===== src/rtl/fpu_normalize_seq.sv =====
// Multi-cycle mantissa normalizer: leading-one detect, then bounded left shifts
// with exponent adjustment and a clamp at the exponent floor (denormal result).
module fpu_normalize_seq #(
  parameter int WIDTH     = 32,
  parameter int EXP_W     = 8,
  parameter int STEP_LOG2 = 3
) (
  input  logic             clk,
  input  logic             rst,
  input  logic             in_valid,
  output logic             in_ready,
  input  logic [WIDTH-1:0] in_mant,
  input  logic [EXP_W-1:0] in_exp,
  input  logic             in_sign,
  output logic             out_valid,
  input  logic             out_ready,
  output logic [WIDTH-1:0] out_mant,
  output logic [EXP_W-1:0] out_exp,
  output logic             out_sign,
  output logic             out_zero,
  output logic             out_denorm,
  output logic             busy
);

  localparam int LZ_W  = $clog2(WIDTH);
  localparam int STEP  = 1 << STEP_LOG2;
  localparam int CMP_W = ((EXP_W > LZ_W) ? EXP_W : LZ_W) + 1;

  // Handshakes: a transfer happens on a rising edge where valid and ready are
  // both high; valid, once raised, holds with stable data until that edge.
  typedef enum logic [1:0] {IDLE, DETECT, SHIFT, DONE} state_t;
  state_t state;

  logic [WIDTH-1:0] mant_r;
  logic [EXP_W-1:0] exp_r;
  logic [EXP_W-1:0] exp_fin_r;
  logic             sign_r;
  logic             denorm_r;
  logic [LZ_W-1:0]  rem_r;

  function automatic logic [LZ_W-1:0] first_bit_position(input logic [WIDTH-1:0] v);
    logic [LZ_W-1:0] p;
    p = '0;
    for (int i = 0; i < WIDTH; i++)
      if (v[i]) p = LZ_W'(i);
    return p;
  endfunction

  logic [LZ_W-1:0]  pos;
  logic [LZ_W-1:0]  lz;
  logic [EXP_W-1:0] limit;
  logic             clamp;
  logic [LZ_W-1:0]  det_rem;
  logic [EXP_W-1:0] det_exp;

  always_comb begin
    pos     = first_bit_position(mant_r);
    lz      = LZ_W'(WIDTH - 1) - pos;
    limit   = (exp_r == '0) ? '0 : exp_r - EXP_W'(1);
    clamp   = CMP_W'(lz) > CMP_W'(limit);
    det_rem = clamp ? LZ_W'(limit) : lz;
    det_exp = clamp ? '0 : exp_r - EXP_W'(lz);
  end

  // Small shifter: only distances 0..STEP exist, selected by an explicit mux.
  logic [LZ_W-1:0]  step;
  logic [WIDTH-1:0] shifted;

  always_comb begin
    step    = (CMP_W'(rem_r) > CMP_W'(STEP)) ? LZ_W'(STEP) : rem_r;
    shifted = mant_r;
    for (int s = 0; s <= STEP; s++)
      if (int'(step) == s) shifted = mant_r << s;
  end

  assign in_ready = (state == IDLE);
  assign busy     = (state != IDLE);

  always_ff @(posedge clk) begin
    if (rst) begin
      state      <= IDLE;
      mant_r     <= '0;
      exp_r      <= '0;
      exp_fin_r  <= '0;
      sign_r     <= 1'b0;
      denorm_r   <= 1'b0;
      rem_r      <= '0;
      out_valid  <= 1'b0;
      out_mant   <= '0;
      out_exp    <= '0;
      out_sign   <= 1'b0;
      out_zero   <= 1'b0;
      out_denorm <= 1'b0;
    end else begin
      case (state)
        IDLE: begin
          if (in_valid) begin
            mant_r <= in_mant;
            exp_r  <= in_exp;
            sign_r <= in_sign;
            state  <= DETECT;
          end
        end
        DETECT: begin
          if (mant_r == '0) begin
            out_mant   <= '0;
            out_exp    <= '0;
            out_zero   <= 1'b1;
            out_denorm <= 1'b0;
            out_sign   <= sign_r;
            out_valid  <= 1'b1;
            state      <= DONE;
          end else begin
            exp_fin_r <= det_exp;
            denorm_r  <= clamp;
            rem_r     <= det_rem;
            if (det_rem == '0) begin
              out_mant   <= mant_r;
              out_exp    <= det_exp;
              out_zero   <= 1'b0;
              out_denorm <= clamp;
              out_sign   <= sign_r;
              out_valid  <= 1'b1;
              state      <= DONE;
            end else begin
              state <= SHIFT;
            end
          end
        end
        SHIFT: begin
          mant_r <= shifted;
          rem_r  <= rem_r - step;
          if (rem_r == step) begin
            out_mant   <= shifted;
            out_exp    <= exp_fin_r;
            out_zero   <= 1'b0;
            out_denorm <= denorm_r;
            out_sign   <= sign_r;
            out_valid  <= 1'b1;
            state      <= DONE;
          end
        end
        DONE: begin
          if (out_ready) begin
            out_valid <= 1'b0;
            state     <= IDLE;
          end
        end
        default: state <= IDLE;
      endcase
    end
  end

endmodule


===== config.mk =====
export PLATFORM = sky130hd
export DESIGN_NAME = fpu_normalize_seq
export DESIGN_NICKNAME = d
export VERILOG_FILES = /design/src/rtl/fpu_normalize_seq.sv
export SDC_FILE = /design/constraint.sdc
export NUM_CORES = 1
export LEC_CHECK = 0
export CORE_MARGIN = 10
export CORE_UTILIZATION = 41
export CTS_BUF_LIST = sky130_fd_sc_hd__clkbuf_4 sky130_fd_sc_hd__clkbuf_8 sky130_fd_sc_hd__clkbuf_16
export CTS_CLUSTER_DIAMETER = 30
export DETAILED_ROUTE_END_ITERATION = 8
export SETUP_SLACK_MARGIN = 0.4
export SLEW_MARGIN = 25
export SYNTH_ARGS = -nofsm -noshare
export SYNTH_HDL_FRONTEND = slang
export SYNTH_SLANG_ARGS = --single-unit

===== constraint.sdc =====
create_clock -name clk -period 9.55 [get_ports clk]
set_input_delay 0.955 -clock clk [delete_from_list [all_inputs] [get_ports clk]]
set_output_delay 0.955 -clock clk [all_outputs]
set_load 0.02 [all_outputs]

=== Word-level counts from Yosys, hierarchy flattened ===
Cells that the tools add are included.
Widths: inputs -> output; s select.

* Equal/unequal tests: 17
* Bitwise operators: 1
* Add/subtract/negate cells: 4
* Reduce and logical (&&, ||, !) cells: 15
* Mux-type cells: 78
* Magnitude comparators: 2

{| class="wikitable"
|+ Operators with widths
! cell !! count
|-
| $mux 32 || 12
|-
| $pmux 32 s2 || 2
|-
| $mux 5 || 23
|-
| $mux 8 || 5
|-
| $logic_not 32->1 || 1
|-
| $eq 5x4->1 const B || 4
|-
| $mux 1 || 16
|-
| $mux 4 || 4
|-
| $pmux 8 s2 || 1
|-
| $mux 3 || 4
|-
| $eq 5x3->1 const B || 2
|-
| $mux 2 || 5
|-
| $pmux 5 s2 || 1
|-
| $gt 5x8->1 || 1
|-
| $logic_not 8->1 || 1
|-
| $ne 2x2->1 const B || 4
|-
| $pmux 2 s4 || 1
|-
| $reduce_and 2->1 || 4
|-
| $sub 8x1->8 const B || 1
|-
| $sub 8x5->8 || 1
|-
| $pmux 1 s2 || 3
|-
| $reduce_and 3->1 || 2
|-
| $reduce_bool 2->1 || 3
|-
| $eq 5x2->1 const B || 1
|-
| 14 further kinds || 15
|}

* Logic and storage cells: 130
* Bits of input ports: 45
* Output and inout port bits: 46
* Flip-flop bits (word level): 101

=== Longest topological paths before layout ===
* Depth after elaboration: 38
* Mapped depth: 16
* Gate-level depth less buffers: 15

=== Worst setup path after synthesis ===
No wires, ideal clock.

* Kind: register to register
* From: register mant_r[3]
* To: register out_valid
* Library setup time: 0.121 ns
* Buffers on the path: 1
* Slack: 6.270 ns
* Stages on the path, launching flop included: 14
* Data required time: 9.429 ns
* Clock period less this slack: 3.280 ns
* Data arrival time: 3.159 ns
* Cell sequence: dfxtp_1 clkbuf_1 nor2_1 o311ai_0 a31oi_1 o21ai_0 inv_1 ha_1 nand3_1 o21ai_0 nor3_2 mux2_2 o21ai_1 mux2_2

* Longest elaborated chain between the ends: 35
* Elaborated cells on any way between the ends: 38
* Classes of those cells: add/sub (1); order compare (1); eq/ne (1); mux (32); reduce/logical (3)

{| class="wikitable"
|+ Ends and longest elaborated chain
! element !! line !! source
|-
| start, declared || 34 || <nowiki>logic [WIDTH-1:0] mant_r;</nowiki>
|-
| start signal, assigned || 98 || <nowiki>mant_r <= in_mant;</nowiki>
|-
| start signal, assigned || 131 || <nowiki>mant_r <= shifted;</nowiki>
|-
| $mux 2 || 45 || <nowiki>if (v[i]) p = LZ_W'(i);</nowiki>
|-
| $mux 3 (4 in a row) || 45 ||
|-
| $mux 4 (4 in a row) || 45 ||
|-
| $mux 5 (20 in a row) || 45 ||
|-
| $sub 5x5->5 || 58 || <nowiki>lz = LZ_W'(WIDTH - 1) - pos;</nowiki>
|-
| $gt 5x8->1 || 60 || <nowiki>clamp = CMP_W'(lz) > CMP_W'(limit);</nowiki>
|-
| $mux 5 || 61 || <nowiki>det_rem = clamp ? LZ_W'(limit) : lz;</nowiki>
|-
| $logic_not 5->1 || 117 || <nowiki>if (det_rem == '0) begin</nowiki>
|-
| $ne 3x3->1 (no source line) || n/a ||
|-
| $reduce_and 4->1 (no source line) || n/a ||
|-
| end signal, assigned || 111 || <nowiki>out_valid <= 1'b1;</nowiki>
|-
| end signal, assigned || 123 || <nowiki>out_valid <= 1'b1;</nowiki>
|-
| end signal, assigned || 139 || <nowiki>out_valid <= 1'b1;</nowiki>
|-
| end, declared || 15 || <nowiki>output logic out_valid,</nowiki>
|}

Parallel ways exist; a longest one is shown, timed or not.
A chain may end at the register's enable or synchronous reset.

=== Worst setup path after layout ===
* From: register mant_r[4]
* To: register out_mant[4]

* Longest elaborated chain between the ends: 34
* Elaborated cells on any way between the ends: 47
* Classes of those cells: add/sub (1); order compare (1); eq/ne (1); mux (41); reduce/logical (3)

{| class="wikitable"
|+ Ends and longest elaborated chain
! element !! line !! source
|-
| $mux 3 (4 in a row) || 45 ||
|-
| $mux 4 (4 in a row) || 45 ||
|-
| $mux 5 (20 in a row) || 45 ||
|-
| $sub 5x5->5 || 58 ||
|-
| $gt 5x8->1 || 60 ||
|-
| $mux 5 || 61 ||
|-
| $logic_not 5->1 || 117 ||
|-
| $ne 3x3->1 (no source line) || n/a ||
|-
| $reduce_and 3->1 (no source line) || n/a ||
|-
| end signal, assigned || 118 || <nowiki>out_mant <= mant_r;</nowiki>
|-
| end signal, assigned || 134 || <nowiki>out_mant <= shifted;</nowiki>
|-
| end, declared || 17 || <nowiki>output logic [WIDTH-1:0] out_mant,</nowiki>
|}

Parallel ways exist; a longest one is shown, timed or not. The select of a mux whose other input is x is not followed.

==> out/results.txt <==
Crit path max fanout -> 40
Final global-route overflow total -> 0
Fin worst setup slack -> 5.36 ns
Placed cell areas -> 0.00849 mm^2
Core footprint -> 0.0181 mm^2
Pin count of the biggest net entering global routing -> 82
WP data required -> 9.82 ns
P_int -> 0.00170 W
Final period util -> 0.439
Final weighted congestion in routability-driven placement -> 0.916
Gr usage total -> 0.220
Sequential area share after synthesis -> 0.266
Area delta synth->final -> 16.3%
Clock Latency Late Sink -> 0.37 ns
Max-Cap Viols -> 0
Initial core utilization -> 0.420
Routed wire length per instance -> 21.5 um
Peak supply drop -> 0.227 mV
Core Rows -> 49
Proportion of layout cells with a drive suffix above 1 -> 0.0831
Max Used Layer -> met4
Pre-CTS setup slack -> 5.47 ns
Hold_buf cts -> 0
Ant. Diodes -> 0
Io pins -> 91
Final net count -> 1104
Root Buffer -> clkbuf_16
Critical path startpoint category -> register
Clk sinks -> 101
Slowest CP cell -> dfxtp_1
Hold Vio Cnt, Final -> 0
YS warnings -> 0
CP Cell Sequence -> nor4_1, o41ai_1, a21boi_0, o21ai_0, inv_1, ha_1, nand3_1, o22ai_1, nor3_1, o311a_1, a211oi_4, buf_4, nor2_1, a311oi_2
Setup Buffers After CTS -> 0
RSZ-0062 raised after global routing -> false
Global-route wire length before repair -> 44.0 mm
I/O Buffers -> 90
Cell Area, Synth -> 0.00760 mm^2
Least-Margin Pin Slew -> 1.05 ns
Seq pwr share -> 0.231
Async set-reset flop share out of synthesis -> 0
Hold crit path type -> reg2reg
Routed Wire Length -> 27.5 mm
Drt initial violations -> 858
Slew HR -> 0.300
Slowest stage delay, CP -> 0.65 ns
Critical Path Sink Type -> register
Post-synth top area cell -> dfxtp_1
Die Y -> 156 um
Vias in the first global route -> 7722
Die width -> 156 um
Logic pwr share -> 0.653
Initial antenna violation count -> 0
P_leak -> 2.91 nW
Psw -> 0.00188 W
DRT antenna net count -> 0
Finished Core Util -> 0.489
Syn_area_per_cell -> 7.33 um^2
Post-synth EDFFs -> 0
Total CTS buffers -> 9
Max Freq -> 239 MHz
Switching share of power -> 0.525
Drt drc -> 0
Met1 Routed Length -> 12.0 mm
Drt via density -> 6.42
Met2 wire len -> 12.4 mm
Die area -> 0.0244 mm^2
Pins over their slew limit -> 0
Routed wl met3 -> 2.46 mm
#FFs+latches synth -> 101
Outcome -> completed
Max H-tree Level -> 3
Vias -> 8193
Crit path DAT -> 4.46 ns
Final worst path period need -> 4.19 ns
Dpl hpwl -> 18.0 mm
# resized after CTS -> 0
Mapped Cells -> 1037
Post-route cell area -> 0.00884 mm^2
Yosys top cell area share -> 0.266
Distinct cell type count after synthesis -> 71
Pwr dens -> 404 mW/mm^2
Clock Path Buffers -> 2
Setup-failing EPs final -> 0
Clk network pwr share -> 0.117
Final TNS setup -> 0 ns
Crit path kind -> reg2reg
CTS tree -> yes
CTS clock-pin slew for the worst setup and hold paths -> 0.07 ns
Top post-synthesis cells by area -> dfxtp_1 27%, a21oi_1 8.2%, nand2_1 5.5%
First-pass DRT Iterations -> 6
Primary FF master, synth -> dfxtp_1
Clk_skew -> 0.0135 ns
Net Count, Synth -> 1099
==> power groups by stage <==
stage,clock [W],combinational [W],sequential [W]
after floorplan,0,0.00177,0.000706
final,0.000417,0.00233,0.000824
after global placement,0,0.00229,0.000823
after global routing,0.000442,0.00258,0.000843
after detailed placement,0,0.00230,0.000819
after CTS,0.000426,0.00232,0.000811
==> state kept, by name, indices dropped and copies added (netlist names) <==
register / cells
rem_r: 5
exp_r: 8
out_denorm: 1
out_valid: 1
sign_r: 1
out_zero: 1
out_exp: 8
out_mant: 32
out_sign: 1
denorm_r: 1
state: 2
mant_r: 32
exp_fin_r: 8
==> synthesized netlist by cell type, drive strengths merged, types with 11 or more instances <==
cell     number
o211ai       45
nor4         12
nor3         24
clkbuf       90
ha           16
a221o        11
a21oi       125
nand3        13
a22oi        17
o21ai        53
a211oi       43
mux2i        29
dfxtp       101
buf          25
nand2       112
a32oi        11
nor2        105
o2111ai      12
a31oi        14
inv          32
nand2b       24
==> worst max-delay path: cells and delay by family (launching register included) <==
kind	cells	cell delay, ns
AO/OA/AOI/OAI	7	2.12
flip-flops	1	0.65
AND/OR/NAND/NOR	4	0.44
adder cells (fa/ha/maj)	1	0.31
buffers and inverters	2	0.53
==> metrics by stage <==
stage,power (W),hold WS (ns),instances
floorplan,0.00247,0.432,1037
detailed placement,0.00312,0.446,1260
CTS,0.00355,0.455,1276
global route,0.00386,0.479,1276
finish,0.00357,0.450,1276
global placement,0.00311,0.439,1260
==> cell type report <==
class                           count  area [um^2]
Tap cell                          229          287
Sequential cell                   101         2020
Timing Repair Buffer              109         1040
Multi-Input combinational cell    788         5030
Inverter                           33          124
Fill cell                        1812         9250
Clock buffer                        9          225
Clock inverter                      7          106
==> final timing paths <==
check / start / endpoint / slack, ns / cells after the start
worst max-delay path: mant_r[4] / out_mant[4] / 5.36 / 14
worst min-delay path: exp_fin_r[5] / exp_fin_r[5] / 0.45 / 2
worst max register to register: mant_r[4] / out_mant[4] / 5.36 / 14
worst min register to register: exp_fin_r[5] / exp_fin_r[5] / 0.45 / 2
==> cell families (layout without fill, tap and decap cells) <==
group	Yosys count	count (layout)	synth area share
DFF	101	101	0.266
buffers and inverters	148	158	0.0789
other	1	1	0.000494
xor gates and xnor gates	8	8	0.00922
and+or+nand+nor	319	319	0.190
adders and majority gates	17	17	0.0290
AOI/OAI and AO/OA	405	405	0.374
muxes	38	38	0.0530
==> cells in the final DEF, fill, tap and decap left out, types with 9 or more instances in the layout <==
master	count
a211oi_1	22
a211oi_2	20
a21oi_1	124
a221o_1	11
a22oi_1	17
a31oi_1	14
a32oi_1	11
buf_4	20
clkbuf_16	9
clkdlybuf4s50_1	89
dfxtp_1	99
ha_1	15
inv_1	32
mux2i_1	29
nand2_1	111
nand2b_1	24
nand3_1	13
nor2_1	104
nor3_1	23
nor4_1	10
o2111ai_1	12
o211ai_1	45
o21ai_0	49
==> routing by layer <==
layer	vias to the layer above	GRT usage
met5	-	0
met4	0	0.0742
met3	58	0.0527
met2	404	0.346
met1	3872	0.290
li1	3859	-
No activity file was read; power rests on OpenSTA's default activity.
